$ cat config.mk
export PLATFORM = sky130hd
export DESIGN_NAME = seg7_scan_driver
export DESIGN_NICKNAME = d
export VERILOG_FILES = /design/src/rtl/seg7_scan_driver.sv
export SDC_FILE = /design/constraint.sdc
export NUM_CORES = 1
export LEC_CHECK = 0
export ABC_AREA = 1
export CAP_MARGIN = 10
export CORE_MARGIN = 10
export CORE_UTILIZATION = 30
export CTS_CLUSTER_SIZE = 10
export DETAILED_ROUTE_END_ITERATION = 7
export MAX_ROUTING_LAYER = met4
export PLACE_DENSITY = 0.54
export RECOVER_POWER = 25
export SLEW_MARGIN = 40
export SYNTH_ARGS = -nofsm -noshare
export SYNTH_HDL_FRONTEND = slang
export SYNTH_SLANG_ARGS = --single-unit
$ cat constraint.sdc
create_clock -name iCLK -period 5.8 [get_ports iCLK]
set_input_delay 0.87 -clock iCLK [delete_from_list [all_inputs] [get_ports iCLK]]
set_output_delay 0.87 -clock iCLK [all_outputs]
set_load 0.01 [all_outputs]
$ cat src/rtl/seg7_scan_driver.sv
// seg7_scan_driver: time-multiplexed N-digit seven-segment driver.
// Latches a packed BCD word on iLOAD and scans the digits round-robin,
// one digit slot every SCAN_DIV clocks, with optional leading-zero blanking.
// Optional macro SEG7_HEX_EN: nibbles 10-15 decode to A,b,C,d,E,F instead of
// blank.
module seg7_scan_driver #(
    parameter int NUM_DIGITS     = 4,
    parameter int SCAN_DIV       = 50000,
    parameter int SEG_ACTIVE_LOW = 1
) (
    input  logic                    iCLK,
    input  logic                    iRST_N,
    input  logic                    iLOAD,
    input  logic [4*NUM_DIGITS-1:0] iDATA,
    input  logic                    iBLANK_LZ,
    output logic [6:0]              oSEG7,
    output logic [NUM_DIGITS-1:0]   oDIG,
    output logic                    oFRAME
);

    localparam int PW = (SCAN_DIV > 1) ? $clog2(SCAN_DIV) : 1;
    localparam int IW = $clog2(NUM_DIGITS);
    localparam logic [PW-1:0] PRESC_MAX = PW'(SCAN_DIV - 1);
    localparam logic [IW-1:0] IDX_MAX   = IW'(NUM_DIGITS - 1);
    localparam logic [6:0]    SEG_OFF   = (SEG_ACTIVE_LOW != 0) ? 7'h7F : 7'h00;
    localparam logic [NUM_DIGITS-1:0] DIG_ONE = NUM_DIGITS'(1);

    // Decode one nibble into segment levels {g,f,e,d,c,b,a}, board polarity.
    function automatic logic [6:0] decode(input logic [3:0] nib);
        logic [6:0] al;
        case (nib)
            4'd0:    al = 7'b1000000;
            4'd1:    al = 7'b1111001;
            4'd2:    al = 7'b0100100;
            4'd3:    al = 7'b0110000;
            4'd4:    al = 7'b0011001;
            4'd5:    al = 7'b0010010;
            4'd6:    al = 7'b0000010;
            4'd7:    al = 7'b1111000;
            4'd8:    al = 7'b0000000;
            4'd9:    al = 7'b0010000;
`ifdef SEG7_HEX_EN
            4'd10:   al = 7'b0001000;
            4'd11:   al = 7'b0000011;
            4'd12:   al = 7'b1000110;
            4'd13:   al = 7'b0100001;
            4'd14:   al = 7'b0000110;
            4'd15:   al = 7'b0001110;
`endif
            default: al = 7'h7F;
        endcase
        return (SEG_ACTIVE_LOW != 0) ? al : ~al;
    endfunction

    logic [4*NUM_DIGITS-1:0] shadow_q, shadow_d;
    logic [PW-1:0]           presc_q, presc_d;
    logic [IW-1:0]           idx_q, idx_d;
    logic [6:0]              seg_q, seg_d;
    logic [NUM_DIGITS-1:0]   dig_q, dig_d;
    logic                    frame_q, frame_d;

    logic                    tick;
    logic [3:0]              nib      [NUM_DIGITS];
    logic [NUM_DIGITS:1]     zero_from;
    logic [NUM_DIGITS-1:0]   blank_vec;

    assign tick = (presc_q == PRESC_MAX);

    // zero_from[k] is set when every nibble from k up to the top is zero;
    // digit 0 is never blanked so a zero value still shows a single "0".
    assign zero_from[NUM_DIGITS] = 1'b1;
    assign blank_vec[0]          = 1'b0;
    assign nib[0]                = shadow_q[3:0];
    generate
        for (genvar gi = 1; gi < NUM_DIGITS; gi++) begin : g_lz
            assign nib[gi]       = shadow_q[4*gi +: 4];
            assign zero_from[gi] = (nib[gi] == 4'd0) && zero_from[gi+1];
            assign blank_vec[gi] = iBLANK_LZ && zero_from[gi];
        end
    endgenerate

    // Next-state: prescaler, shadow capture and per-tick digit/segment update.
    // The tick decodes shadow_q, so a load on the same edge shows next slot.
    always_comb begin
        presc_d  = tick ? '0 : presc_q + 1'b1;
        shadow_d = iLOAD ? iDATA : shadow_q;
        idx_d    = idx_q;
        dig_d    = dig_q;
        seg_d    = seg_q;
        frame_d  = 1'b0;
        if (tick) begin
            idx_d   = (idx_q == IDX_MAX) ? '0 : idx_q + 1'b1;
            dig_d   = ~(DIG_ONE << idx_d);
            seg_d   = blank_vec[idx_d] ? SEG_OFF : decode(nib[idx_d]);
            frame_d = (idx_d == '0);
        end
    end

    // State register; index resets to the last digit so the first tick lands on digit 0.
    always_ff @(posedge iCLK or negedge iRST_N) begin
        if (!iRST_N) begin
            shadow_q <= '0;
            presc_q  <= '0;
            idx_q    <= IDX_MAX;
            dig_q    <= '1;
            seg_q    <= SEG_OFF;
            frame_q  <= 1'b0;
        end else begin
            shadow_q <= shadow_d;
            presc_q  <= presc_d;
            idx_q    <= idx_d;
            dig_q    <= dig_d;
            seg_q    <= seg_d;
            frame_q  <= frame_d;
        end
    end

    assign oSEG7  = seg_q;
    assign oDIG   = dig_q;
    assign oFRAME = frame_q;

endmodule
======== Word-level counts from Yosys, hierarchy flattened ========
Memory sizes are Yosys's and may differ from the RTL's.
Index checks and enable logic that the tools add are counted.
word-level totals
  bits in registers ....................... 46
  ROM bits ................................ 112
  bits of input ports ..................... 20
  output and inout bits ................... 12
  word-level logic and storage cells ...... 34
  memories kept ........................... 1
operators by class
  add/subtract/negate cells ............... 2
  magnitude comparators ................... 2
  eq/ne operators ......................... 2
  shift operators ......................... 1
  muxes and demuxes ....................... 9
  bitwise logic cells ..................... 2
  reduce and logical (&&, ||, !) cells .... 9
memory list
  memory            words  width  read ports  clocked after memory_dff  wr ports  RTL line  text
  (name not given)  16     7      1           0                         0         31        case (nib)
operator list
  operator                                                  number
  adder 16 x 1 -> 16 bit, second input constant             1
  == test 16 bit, second input constant                     1
  2-to-1 mux 16 bit                                         1
  zero test 4 bit                                           3
  binary-select mux 4 bit (select 2 bit)                    1
  2-to-1 mux 4 bit                                          2
  2-to-1 mux 7 bit                                          1
  logical AND 1 bit                                         5
  NOT 4 bit                                                 1
  << shifter 1 x 2 -> 4 bit, first input constant           1
  greater-or-equal comparator 3 bit, second input constant  1
  < comparator 2 x 3 -> 1 bit, second input constant        1
  NOT 2 -> 3 bit                                            1
  adder 2 x 1 -> 2 bit, second input constant               1
  binary-select mux 1 bit (select 2 bit)                    1
  == test 2 bit, second input constant                      1
  zero test 2 bit                                           1
  2-to-1 mux 1 bit                                          2
  2-to-1 mux 2 bit                                          1

======== Logic depth before layout (Yosys ltp) ========
An unclocked memory read counts as a cell.
  depth in word-level cells ............... 8
  mapped depth ............................ 13
  depth with buffers taken out ............ 13

======== Least setup slack after synthesis ========
OpenSTA, ideal clock, no wires.
  kind .................................... register to register
  from .................................... register idx_q[0]
  to ...................................... register seg_q[3], in the netlist oSEG7[3]
  library setup time ...................... 68 ps
  arrival ................................. 2074 ps
  required time ........................... 5732 ps
  path slack .............................. 3658 ps
  cell stages (with the launch flop) ...... 14
  buffers on the path ..................... 1
  clock period less this slack ............ 2142 ps
  cells stage by stage .................... dfstp_2 inv_2 ha_1 buf_4 inv_1 nand3_1 nand2_2 inv_1 ha_1 inv_1 nand2_1 nand2_1 nand2_1 a21oi_2
between the ends
  longest elaborated chain between the ends .. 8
ends and longest elaborated chain
  what                                                          RTL line  text
  from (decl)                                                   57        logic [IW-1:0] idx_q, idx_d;
  from (signal assigned)                                        111       idx_q <= idx_d;
  adder 2 x 1 -> 2 bit / == test 2 bit (equally long branches)  92        idx_d = (idx_q == IDX_MAX) ? '0 : idx_q + 1'b1;
  2-to-1 mux 2 bit (*)                                          92
  NOT 2 -> 3 bit (implied by the code)                          94        seg_d = blank_vec[idx_d] ? SEG_OFF : decode(nib[idx_d]);
  binary-select mux 4 bit (select 2 bit)                        94
  2-to-1 mux 4 bit (implied by the code) (2 in a row)           94
  memory (16 x 7 bit)                                           -
  2-to-1 mux 7 bit (*)                                          94
  to (signal assigned)                                          113       seg_q <= seg_d;
  to (decl)                                                     58        logic [6:0] seg_q, seg_d;
Mark *: on every way between the ends. The rest lies on a longest branch, timed or not. The select of a mux whose other input is x is not followed.
A chain may end at the register's enable or synchronous reset.

==> impl_metrics.ini <==
[outcome]
status = finished, violations left
violations = capacitance limit, slew limit

[synthesis]
synth_most_common_cell = nand2_1
synthesis.area_um2 = 2520
yosysTopAreaCell = dfrtp_1
seq_area_frac_synth = 0.463
synth_nets = 334
yosysWarnings = 0
synth_top_area_frac = 0.328
yosysUniqueCellTypes = 33
ys_top_cells_by_count = nand2_1 (74), inv_1 (36), dfrtp_1 (33), nor2_1 (26), nand3_1 (18)
synthArstFlopShare = 1.00
ys_ff_latch = 46
synth_cells = 308
synth_area_per_cell_um2 = 8.18
synth-edff-count = 0
ys.flop_type = dfrtp_1
synth_area_leaders = dfrtp_1 (33%), dfstp_2 (14%), nand2_1 (11%)

[worst_hold_path]
whs_path_depth = 1
hold_path_end = presc_q[0]
min-delay-start = presc_q[0]
hold_class = flop to flop

[global_routing]
grt_first_pass_wirelength_um = 9370
grt_max_degree = 47
grt_pass1_vias = 2087
grt-ovfl-total = 0
antenna_found_initial = 0
grt_usage = 0.0896

[sta]
period_share = 0.458
hold_violations = 0
rsz0062_at_grt = no
finalSetupTns_ns = 0
finalClockSkew_ns = 0.00447
finalMaxSlewViolations = 47
period_minus_slack_ns = 2.65
final-setup-viol-count = 0
fmax_ghz = 0.377
worst_pin_slew_ns = 2.38
relSlewSlack = -0.589
whs_ns = 0.466

[clocking]
numCtsBuffers = 5
postCtsResizedCells = 0
clk_latency_ns = 0.29
clock_sinks = 46
clk_pin_slew_ns = 0.08
hold_buffers = 0
cts_setup_buffers = 0
htree_num_levels = 2
clk_path_buf_depth = 2
cts_root_buffer = clkbuf_8
cts_tree = built

[setup_path]
worstPathRequired_ns = 5.71
r2r_slack_ns = 3.43
critical_path.cell_chain = clkbuf_1
crit_fanout = 46
critical_path.top_delay_family = buffers and inverters
crit_cells = 1
critPathSlowestCell = clkbuf_1
startpoint_type = input port
arrival_ns = 2.57
max_stage_delay_ns = 1.66
crit_buf_inv = 1
worstSetupEndpointType = async pin
ff2ff_path_depth = 12
crit_type = input port to async pin
r2r_start = idx_q[0]
rr_endpoint = oSEG7[3]

[detailed_routing]
drt_iter0_drc = 71
drtPass1Iterations = 4
routedWlPerCell_um = 11.7
drtAntennaViolNets = 0
vias = 1991
drc = 0
avgViaCountPerCell = 4.48
wirelength_um = 5210

[finish]
stdcell_count = 444
area_delta_synth_final_pct = 18.3
diodes = 0
fillers = 882
drive_gt1_frac = 0.177
regArea_um2 = 1170
nNetsFinal = 365
multi_input_area_um2 = 1130
post-route-util = 0.365

[floorplan]
initial_core_util = 0.308
rows = 33
io_pins = 32
dieWidth_um = 112
coreArea_um2 = 8180
die-area_um2 = 12500
die_h_um = 112

[power]
total_power_mw = 0.582
peakVddDrop_v = 0.000102
switching_power_mw = 0.141
p_int_mw = 0.441
powerDensity_nw_per_um2 = 195
power_frac_comb = 0.105
power_frac_seq = 0.579
swShare = 0.243
p_leak_nw = 1.35
p_clk_frac = 0.316

[placed_design]
gp_congestion = 0.875
dpl.hpwl_um = 4080
numPortBuffers = 31
dp.cells = 437

[job]
maxCapViolations = 1
worst max path at each step:
| stage | startpoint | to | slack (ns) |
|---|---|---|---|
| 2_1_floorplan | idx_q[0] | oSEG7[3] | 3.66 |
| 3_5_place_dp | iLOAD | shadow_q[3] | 3.40 |
| 4_1_cts | idx_q[0] | oSEG7[3] | 3.44 |
| 3_3_place_gp | iLOAD | shadow_q[3] | 3.41 |
| 6_report | iRST_N | shadow_q[2] | 3.15 |
| 5_1_grt | iRST_N | shadow_q[4] | 2.58 |
flip-flops by register name, indices dropped and copies added (netlist names):
signal    count
oFRAME        1
idx_q         2
presc_q      16
shadow_q     16
oSEG7         7
oDIG          4
layout make-up:
class,count,area share
clock buffers,7,0.0256
flip-flops and latches,46,0.392
inverters,45,0.0575
well taps,105,0.0441
repair buffers,31,0.100
multi-input cells,210,0.381
logic make-up after synthesis:
family / Yosys count / synth area share
AND/OR/NAND/NOR: 158 / 0.300
buffers and inverters: 52 / 0.0864
flip-flops: 46 / 0.463
AO/OA/AOI/OAI: 37 / 0.0844
adder cells (fa/ha/maj): 6 / 0.0298
multiplexers: 5 / 0.0223
XOR/XNOR: 4 / 0.0139
per-stage QoR:
| step | area [um2] | setup WS, ns |
|---|---|---|
| 2_1_floorplan | 2520 | 3.66 |
| 3_5_place_dp | 2910 | 3.40 |
| 6_report | 2980 | 3.15 |
| 5_1_grt | 2980 | 2.58 |
| 4_1_cts | 2990 | 3.44 |
| 3_3_place_gp | 2910 | 3.41 |
per-layer routing:
metal / share of wire / wire [um] / GRT usage
met1: 0.49 / 2530 / 0.102
met5: 0 / 0 / -
met3: 0.027 / 142 / 0.0215
met2: 0.47 / 2470 / 0.150
met4: 0.014 / 73 / 0.0308
power groups by stage:
| stage | Sequential (mW) | Clock (mW) | Combinational (mW) |
|---|---|---|---|
| finish | 0.337 | 0.184 | 0.0611 |
| global route | 0.339 | 0.207 | 0.0708 |
| CTS | 0.337 | 0.194 | 0.0630 |
| detailed placement | 0.343 | 0 | 0.0628 |
| global placement | 0.343 | 0 | 0.0623 |
| floorplan | 0.342 | 0 | 0.0367 |
placed cells by master, fill, tap and decap left out, types with 7 or more instances in the layout:
cell type,n
inv_1,36
inv_2,7
nand3_1,18
o21ai_0,16
clkdlybuf4s50_1,29
dfstp_2,13
nand2_2,10
dfrtp_1,33
nand2_1,74
nor2_1,26
(Power assumes the default switching activity.)
